===== src/rtl/riscv_pkg.sv =====
// Shared definitions for the RISC-V core front-end.
// Contents:
//   ADDR_W, DATA_W, PC_STEP, CNT_W  bus widths and PC increment
//   fetch_state_t                   fetch FSM states {IDLE, FETCH, HALTED}
//   fetch_entry_t                   {pc, instr} pair held in the fetch buffer
//   word_align()                    clears the two byte-offset bits of an address
package riscv_pkg;

  localparam int ADDR_W  = 6;
  localparam int DATA_W  = 32;
  localparam int PC_STEP = 4;
  localparam int CNT_W   = 16;

  typedef enum logic [1:0] {
    IDLE   = 2'd0,
    FETCH  = 2'd1,
    HALTED = 2'd2
  } fetch_state_t;

  typedef struct packed {
    logic [ADDR_W-1:0] pc;
    logic [DATA_W-1:0] instr;
  } fetch_entry_t;

  // Instructions are word aligned, so the low two address bits are dropped.
  function automatic logic [ADDR_W-1:0] word_align(input logic [ADDR_W-1:0] addr);
    return addr & ~ADDR_W'(3);
  endfunction

endpackage


===== src/rtl/instr_fetch_unit_if.sv =====
// Bus between the fetch unit and its environment (instruction ROM,
// decode stage and branch/halt control).
// Signals:
//   endereco    ROM address (fetch unit -> ROM)
//   saida       ROM read data, combinational (ROM -> fetch unit)
//   instr_out   instruction at the buffer head (fetch unit -> decode)
//   pc_out      address of instr_out
//   valid_out   buffer head valid
//   ready_in    decode accepts the head this cycle
//   redirect_en branch/jump taken: flush and restart at redirect_pc
//   redirect_pc new PC (low two bits ignored)
//   halt_req    stop fetching
//   halted      fetch FSM is halted
//   fetch_cnt   saturating count of buffer pushes since reset
// Modports: master = fetch unit side, slave = environment side.
interface instr_fetch_unit_if;
  import riscv_pkg::*;

  logic [ADDR_W-1:0] endereco;
  logic [DATA_W-1:0] saida;
  logic [DATA_W-1:0] instr_out;
  logic [ADDR_W-1:0] pc_out;
  logic              valid_out;
  logic              ready_in;
  logic              redirect_en;
  logic [ADDR_W-1:0] redirect_pc;
  logic              halt_req;
  logic              halted;
  logic [CNT_W-1:0]  fetch_cnt;

  modport master (
    output endereco, instr_out, pc_out, valid_out, halted, fetch_cnt,
    input  saida, ready_in, redirect_en, redirect_pc, halt_req
  );

  modport slave (
    input  endereco, instr_out, pc_out, valid_out, halted, fetch_cnt,
    output saida, ready_in, redirect_en, redirect_pc, halt_req
  );

endinterface


===== src/rtl/fetch_fifo.sv =====
// Two-entry synchronous FIFO for fetched {pc, instr} pairs.
// Ports:
//   clk, rst  clock and synchronous active-high reset
//   push/din  write din at the tail (ignored when full without a pop)
//   pop       discard the head (ignored when empty)
//   flush     empty the FIFO; wins over push and pop
//   full      two entries held
//   empty     no entry held
//   head      oldest entry, taken straight from a register
// Entries shift toward slot 0 so the head is always entry_reg[0]; occupancy
// is a thermometer code (00/01/11) so full and empty are plain flops.
module fetch_fifo #(
  parameter int W = 38
) (
  input  logic         clk,
  input  logic         rst,
  input  logic         push,
  input  logic         pop,
  input  logic         flush,
  input  logic [W-1:0] din,
  output logic         full,
  output logic         empty,
  output logic [W-1:0] head
);

  logic [W-1:0] entry_reg [2];
  logic [1:0]   valid_reg;
  logic         do_pop;
  logic         do_push;

  assign do_pop  = pop && valid_reg[0];
  assign do_push = push && (!valid_reg[1] || do_pop);

  always_ff @(posedge clk) begin
    if (rst) begin
      valid_reg    <= 2'b00;
      entry_reg[0] <= '0;
      entry_reg[1] <= '0;
    end else if (flush) begin
      valid_reg <= 2'b00;
    end else begin
      case ({do_push, do_pop})
        2'b10: begin
          if (!valid_reg[0]) entry_reg[0] <= din;
          else               entry_reg[1] <= din;
          valid_reg <= {valid_reg[0], 1'b1};
        end
        2'b01: begin
          entry_reg[0] <= entry_reg[1];
          valid_reg    <= {1'b0, valid_reg[1]};
        end
        2'b11: begin
          // Occupancy is unchanged; the new entry lands behind whatever remains.
          if (valid_reg[1]) begin
            entry_reg[0] <= entry_reg[1];
            entry_reg[1] <= din;
          end else begin
            entry_reg[0] <= din;
          end
        end
        default: ;
      endcase
    end
  end

  assign full  = valid_reg[1];
  assign empty = !valid_reg[0];
  assign head  = entry_reg[0];

endmodule


===== src/rtl/instr_fetch_unit.sv =====
// Instruction fetch front-end. Owns the PC, addresses the combinational
// instruction ROM and queues {pc, instr} pairs toward decode through a
// 2-entry buffer with valid/ready backpressure. Handles branch redirect
// (flush + restart), halt requests, and counts pushes.
// Ports:
//   clk  clock, all state changes on the rising edge
//   rst  synchronous reset, active-high, overrides every other input
//   bus  instr_fetch_unit_if.master (ROM address/data, decode handshake,
//        redirect/halt control, halted flag, fetch counter)
// Parameter:
//   RESET_PC  PC loaded on reset, multiple of 4
module instr_fetch_unit
  import riscv_pkg::*;
#(
  parameter logic [ADDR_W-1:0] RESET_PC = '0
) (
  input logic                 clk,
  input logic                 rst,
  instr_fetch_unit_if.master  bus
);

  fetch_state_t      state_reg;
  logic [ADDR_W-1:0] pc_reg;
  logic              halted_reg;
  logic [CNT_W-1:0]  fetch_cnt_reg;

  logic              fifo_full;
  logic              fifo_empty;
  fetch_entry_t      fifo_head;
  fetch_entry_t      fifo_din;
  logic              pop;
  logic              push;

  assign pop = !fifo_empty && bus.ready_in;

  // A full buffer may still accept a push when its head leaves this cycle.
  assign push = (state_reg == FETCH) && !bus.redirect_en && !bus.halt_req &&
                (!fifo_full || pop);

  assign fifo_din = '{pc: pc_reg, instr: bus.saida};

  fetch_fifo #(
    .W($bits(fetch_entry_t))
  ) u_fifo (
    .clk   (clk),
    .rst   (rst),
    .push  (push),
    .pop   (pop),
    .flush (bus.redirect_en),
    .din   (fifo_din),
    .full  (fifo_full),
    .empty (fifo_empty),
    .head  (fifo_head)
  );

  always_ff @(posedge clk) begin
    if (rst) begin
      state_reg     <= IDLE;
      pc_reg        <= RESET_PC;
      halted_reg    <= 1'b0;
      fetch_cnt_reg <= '0;
    end else begin
      if (bus.redirect_en) begin
        // Redirect wins over halt and leaves any state, including HALTED.
        state_reg  <= FETCH;
        pc_reg     <= word_align(bus.redirect_pc);
        halted_reg <= 1'b0;
      end else begin
        case (state_reg)
          IDLE: state_reg <= FETCH;
          FETCH: begin
            if (bus.halt_req) begin
              state_reg  <= HALTED;
              halted_reg <= 1'b1;
            end else if (push) begin
              pc_reg <= pc_reg + ADDR_W'(PC_STEP);
            end
          end
          HALTED: ;
          default: state_reg <= IDLE;
        endcase
      end

      if (push && (fetch_cnt_reg != '1)) begin
        fetch_cnt_reg <= fetch_cnt_reg + 1'b1;
      end
    end
  end

  assign bus.endereco  = pc_reg;
  assign bus.instr_out = fifo_head.instr;
  assign bus.pc_out    = fifo_head.pc;
  assign bus.valid_out = !fifo_empty;
  assign bus.halted    = halted_reg;
  assign bus.fetch_cnt = fetch_cnt_reg;

endmodule

===== src/flat_wrapper.sv =====
// flat-port wrapper written by rule: the top's interface ports become plain ports
module instr_fetch_unit_flat import riscv_pkg::*;
#(
  parameter logic [ADDR_W-1:0] RESET_PC = '0
)
  (clk, rst, bus_endereco, bus_instr_out, bus_pc_out, bus_valid_out, bus_halted, bus_fetch_cnt, bus_saida, bus_ready_in, bus_redirect_en, bus_redirect_pc, bus_halt_req);
  instr_fetch_unit_if bus_i ();
  input logic clk;
  input logic rst;
  output wire logic [$bits(bus_i.endereco)-1:0] bus_endereco;
  output wire logic [$bits(bus_i.instr_out)-1:0] bus_instr_out;
  output wire logic [$bits(bus_i.pc_out)-1:0] bus_pc_out;
  output wire logic [$bits(bus_i.valid_out)-1:0] bus_valid_out;
  output wire logic [$bits(bus_i.halted)-1:0] bus_halted;
  output wire logic [$bits(bus_i.fetch_cnt)-1:0] bus_fetch_cnt;
  input wire logic [$bits(bus_i.saida)-1:0] bus_saida;
  input wire logic [$bits(bus_i.ready_in)-1:0] bus_ready_in;
  input wire logic [$bits(bus_i.redirect_en)-1:0] bus_redirect_en;
  input wire logic [$bits(bus_i.redirect_pc)-1:0] bus_redirect_pc;
  input wire logic [$bits(bus_i.halt_req)-1:0] bus_halt_req;
  assign bus_endereco = bus_i.endereco;
  assign bus_instr_out = bus_i.instr_out;
  assign bus_pc_out = bus_i.pc_out;
  assign bus_valid_out = bus_i.valid_out;
  assign bus_halted = bus_i.halted;
  assign bus_fetch_cnt = bus_i.fetch_cnt;
  assign bus_i.saida = bus_saida;
  assign bus_i.ready_in = bus_ready_in;
  assign bus_i.redirect_en = bus_redirect_en;
  assign bus_i.redirect_pc = bus_redirect_pc;
  assign bus_i.halt_req = bus_halt_req;
  instr_fetch_unit #(.RESET_PC(RESET_PC)) u_core (.clk(clk), .rst(rst), .bus(bus_i));
endmodule

===== config.mk =====
export PLATFORM = sky130hd
export DESIGN_NAME = instr_fetch_unit_flat
export DESIGN_NICKNAME = d
export VERILOG_FILES = /design/src/rtl/riscv_pkg.sv /design/src/rtl/instr_fetch_unit_if.sv /design/src/rtl/fetch_fifo.sv /design/src/rtl/instr_fetch_unit.sv /design/src/flat_wrapper.sv
export SDC_FILE = /design/constraint.sdc
export NUM_CORES = 1
export LEC_CHECK = 0
export CAP_MARGIN = 20
export CORE_MARGIN = 2
export CORE_UTILIZATION = 46
export CTS_BUF_LIST = sky130_fd_sc_hd__clkbuf_4
export DETAILED_ROUTE_END_ITERATION = 10
export PLACE_DENSITY_LB_ADDON = 0.3
export SYNTH_ARGS = -nofsm -noshare
export SYNTH_HDL_FRONTEND = slang
export SYNTH_HIERARCHICAL = 1
export SYNTH_SLANG_ARGS = --single-unit

===== constraint.sdc =====
create_clock -name clk -period 4.31 [get_ports clk]
set_input_delay 0.862 -clock clk [delete_from_list [all_inputs] [get_ports clk]]
set_output_delay 0.862 -clock clk [all_outputs]
set_load 0.01 [all_outputs]

; Yosys cells after proc, flatten, opt, wreduce, memory -nomap -nowiden
; Memories as Yosys holds them, arrays and structs flattened.
; Index checks and enable logic that the tools add are counted.
[word_totals]
ff_bits = 27
mem_bits_rw = 76
input_bits = 43
out_inout_bits = 62
elab_cells = 90
memories = 1
[memory_table]
columns = memory, depth, word_bits, read_ports, rd_clocked_by_memory_dff, wr, line_no
row1 = u_core.u_fifo.entry_reg, 2, 38, 2, 0, 2, fetch_fifo.sv:26  ; logic [W-1:0] entry_reg [2];
[op_classes]
add_sub_neg = 2
n_eq_ne = 10
mux = 40
bitwise_logic = 8
reduce_logical = 22
[ops]
columns = cell, n
row1 = 38-bit two-way mux, 6
row2 = 1-bit two-way mux, 27
row3 = 6-bit two-way mux, 4
row4 = 16-bit by 1-bit adder with 16-bit output (second input constant), 1
row5 = 16-bit != test (second input constant), 1
row6 = 1-bit logical AND, 7
row7 = 6-bit by 3-bit adder with 6-bit output (second input constant), 1
row8 = 2-bit equality test (second input constant), 3
row9 = 2-bit != test (second input constant), 3
row10 = 1-bit OR, 6
row11 = 2-bit case mux with 3 select lines, 1
row12 = 2-bit AND reduction, 3
row13 = 3-bit AND reduction, 2
row14 = 2-bit nonzero test, 3
row15 = 2-bit by 1-bit equality test with 1-bit output (second input constant), 2
row16 = 2-bit case mux with 2 select lines, 1
row17 = 1-bit zero test, 3
row18 = 3-bit != test (second input constant), 1
row19 = 2-bit zero test, 1
row20 = 1-bit logical OR, 2
row21 = 2-bit two-way mux, 1
row22 = 1-bit NOT, 2
row23 = 2-bit OR reduction, 1

; Logic depth before layout (Yosys ltp)
[depth]
word_depth = 14
mapped_depth = 13

; Cells and area by module
; The synthesis kept the hierarchy.
[by_module_without_submodules]
columns = mod, instances, cells_per_inst, area_each_um2, seq_area_each_um2
row1 = fetch_fifo, 1, 193, 3148.0, 2322.2
row2 = instr_fetch_unit, 1, 141, 1241.2, 460.4

; Worst setup path after synthesis
; No wires, ideal clock.
[synth_path]
kind = input to register
from = input bus_redirect_en
to = memory u_core.u_fifo.entry_reg[1][0] (enable)
setup_time_ns = 0.441
t_arrival_ns = 3.814
required_time_ns = 3.869
slack_ns = 0.055
stages = 8
cell_sequence = nor4b_4 o21ai_2 buf_6 inv_1 and2_1 ha_1 a32oi_1 o21bai_1
[synth_lines]
columns = element, line_no
row1 = "start, declared", flat_wrapper.sv:18  ; input wire logic [$bits(bus_i.redirect_en)-1:0] bus_redirect_en;
row2 = "end, declared", fetch_fifo.sv:26

==> impl_metrics.ini <==
[timing]
rsz0062_at_grt = no
min_period_ps = 3220
hold_violations = 0
fin_ws_ps = 1090
fin_skew_ps = 15.6
slew-limit-headroom_pct = 40.3
worstMarginPinSlew_ps = 894
fmax_ghz = 0.311
period_share_pct = 74.6
setup_tns_ps = 0
final_max_slew_viol_count = 0
setup_viol = 0
timing.hold.ws_ps = 525

[cells_and_area]
area_delta_synth_final_pct = 31.4
instances_no_fill = 572
fill_cells = 726
regArea_um2 = 2780
multi_input_area_um2 = 1500
finalInstanceArea_um2 = 5770
layout-drive-gt1-share_pct = 7.90
largest_reg_flops = 76
antennaDiodeCount = 0
nets = 486

[logic_synthesis]
synth.avg_cell_area_um2 = 13.1
synth_edf_count = 76
ys_seq_area_share_pct = 63.4
yosys_warnings = 6
ys_top_cells_by_count = edfxtp_1 (76), and2_1 (39), a22o_1 (38)
ys_top_cells_by_area = edfxtp_1 (52%), dfxtp_1 (11%), a22o_1 (7.6%), and2_1 (5.6%), a21oi_1 (1.8%)
synth-main-ff-cell = edfxtp_1
synth-seq-cells = 101
synth_top_area_share_pct = 52.0
yosysTopAreaCell = edfxtp_1
yosys.cell_count.top_type = edfxtp_1
async_flop_share_pct = 0
synth_cell_type_count = 49
syn-cell-area_um2 = 4390
postSynthCellCount = 334

[hold_path]
hold_start = u_core/bus.halted
hp-class = register to register

[global_route]
grt_overflow_total = 0
grt_max_degree = 39
grt_antenna_before_repair = 0
grt_pass1_wl_um = 14000
grt_usage_pct = 17.4
grt_pass1_vias = 2935

[status]
status = finished clean

[placed_design]
portBuffers = 100
dpl.hpwl_um = 5750
placed_cells = 554
post-place-ws_ps = 478
gp_congestion = 0.801
placed_area_um2 = 5540

[setup_path]
worstSetupStartpointType = primary input
cp.required_ps = 4620
path_cells = clkdlybuf4s50_1 -> nor4b_4 -> o21ai_2 -> inv_1 -> and2_1 -> ha_1 -> mux2i_1 -> nor2_4 -> a22o_1
slowest_stage = nor2_4
slowest_delay_ps = 710
r2r-start = u_core/u_fifo/valid_reg[0]
worstPathMaxFanout = 38
worstSetupPathType = primary input to register
critPathLaunch = bus_halt_req
crit_path_end_kind = register
critical_path_arrival_ps = 3520

[die]
core_um2 = 9240
initial_core_util_pct = 47.5
chipHeight_um = 102
fp.dieW_um = 102
num_rows = 35
ios = 105
dieArea_um2 = 10300

[power]
power.leakage_uw = 0.00203
power_density_nw_per_um2 = 316
vdd_drop_max_mv = 0.202

[cts]
clock_latency_ps = 430
cts_setup_buffers = 0
cts_resized = 0
clockRootBuffer = clkbuf_4
cts_sinks = 101
cts_hold_buf = 0
clock_path_buffers = 2
numCtsBuffers = 9
htree_levels = 3
cts_tree = built
clk_pin_slew_ps = 170

[routing]
post-route-drc-count = 0
antenna_left = 0
dr.pass1.iters = 6
first_iter_violations = 121
via_count = 3054
viasPerCell = 5.34
routedWlPerCell_um = 15.4
routed_wirelength_um = 8800

[flow_run]
maxCapViolations = 0
## layout make-up
type	instances	share of cell area, %
Sequential cell	101	48.3
Multi-Input combinational cell	206	26.0
Timing Repair Buffer	107	19.2
Tap cell	129	2.80
Clock inverter	7	1.78
Clock buffer	9	1.17
Inverter	13	0.846
## cells in the final DEF, fill, tap and decap left out, drive strengths merged, types with 3 or more instances in the layout
cell / synthesis / routed
clkbuf: 6 / 9
nor2: 11 / 11
nand2: 7 / 7
and4: 3 / 3
conb: 1 / 6
and2: 39 / 39
nor4: 3 / 3
and3: 3 / 3
o21ai: 4 / 4
a22o: 38 / 38
dfxtp: 25 / 25
a211oi: 9 / 9
clkdlybuf4s50: 0 / 100
nand3: 6 / 6
ha: 5 / 5
nand4: 3 / 3
xnor2: 3 / 3
a21oi: 17 / 17
o21bai: 3 / 3
buf: 13 / 7
o31ai: 8 / 8
inv: 13 / 16
or4: 8 / 8
nor3: 3 / 3
edfxtp: 76 / 76
## kinds of logic after synthesis
logic type | count (synthesis) | share of synthesized area [%]
AO/OA/AOI/OAI | 89 | 15.8
XOR/XNOR | 3 | 0.599
adder cells (fa/ha/maj) | 5 | 1.43
buffers and inverters | 32 | 3.85
flip-flops | 101 | 63.4
multiplexers | 3 | 0.713
other | 1 | 0.0854
AND/OR/NAND/NOR | 100 | 14.1
## report_power, final
group | leakage [µW] | total (µW) | internal, µW | switching, µW
clock network | 0.0000928 | 562 | 244 | 318
registers | 0.000987 | 1100 | 1080 | 15.7
logic | 0.000946 | 164 | 92.4 | 71.5
total | 0.00203 | 1820 | 1420 | 405
## routing by layer
metal  GRT usage [%]  vias up  part of all wire [%]
met4            5.93        0                   1.1
met2            29.4       85                    49
met5               0        -                     0
li1                -     1479                     -
met3            3.31        8                   5.5
met1            22.7     1482                    44
## path summary, 6_finish.rpt
path              slack, ps                              to  depth (start not counted)
setup / recovery       1090  u_core/u_fifo/entry_reg[0][22]                          9
hold / removal          530               u_core/bus.halted                          2
setup reg to reg       1590  u_core/u_fifo/entry_reg[0][22]                         10
hold reg to reg         530               u_core/bus.halted                          2
## critical path, delay by kind of cell
| family | cells | cell delay [ps] |
|---|---|---|
| AOI/OAI and AO/OA | 2 | 370 |
| and+or+nand+nor | 3 | 1230 |
| buffers and inverters | 2 | 610 |
| adders and majority gates | 1 | 280 |
| muxes | 1 | 150 |
## per-stage QoR
stage               utilization [%]  total power, µW
floorplan                         -             1180
global placement               60.0             1280
detailed placement             60.0             1280
CTS                            61.8             1840
global route                   62.4             1890
finish                         62.4             1820
(Power assumes the default switching activity.)
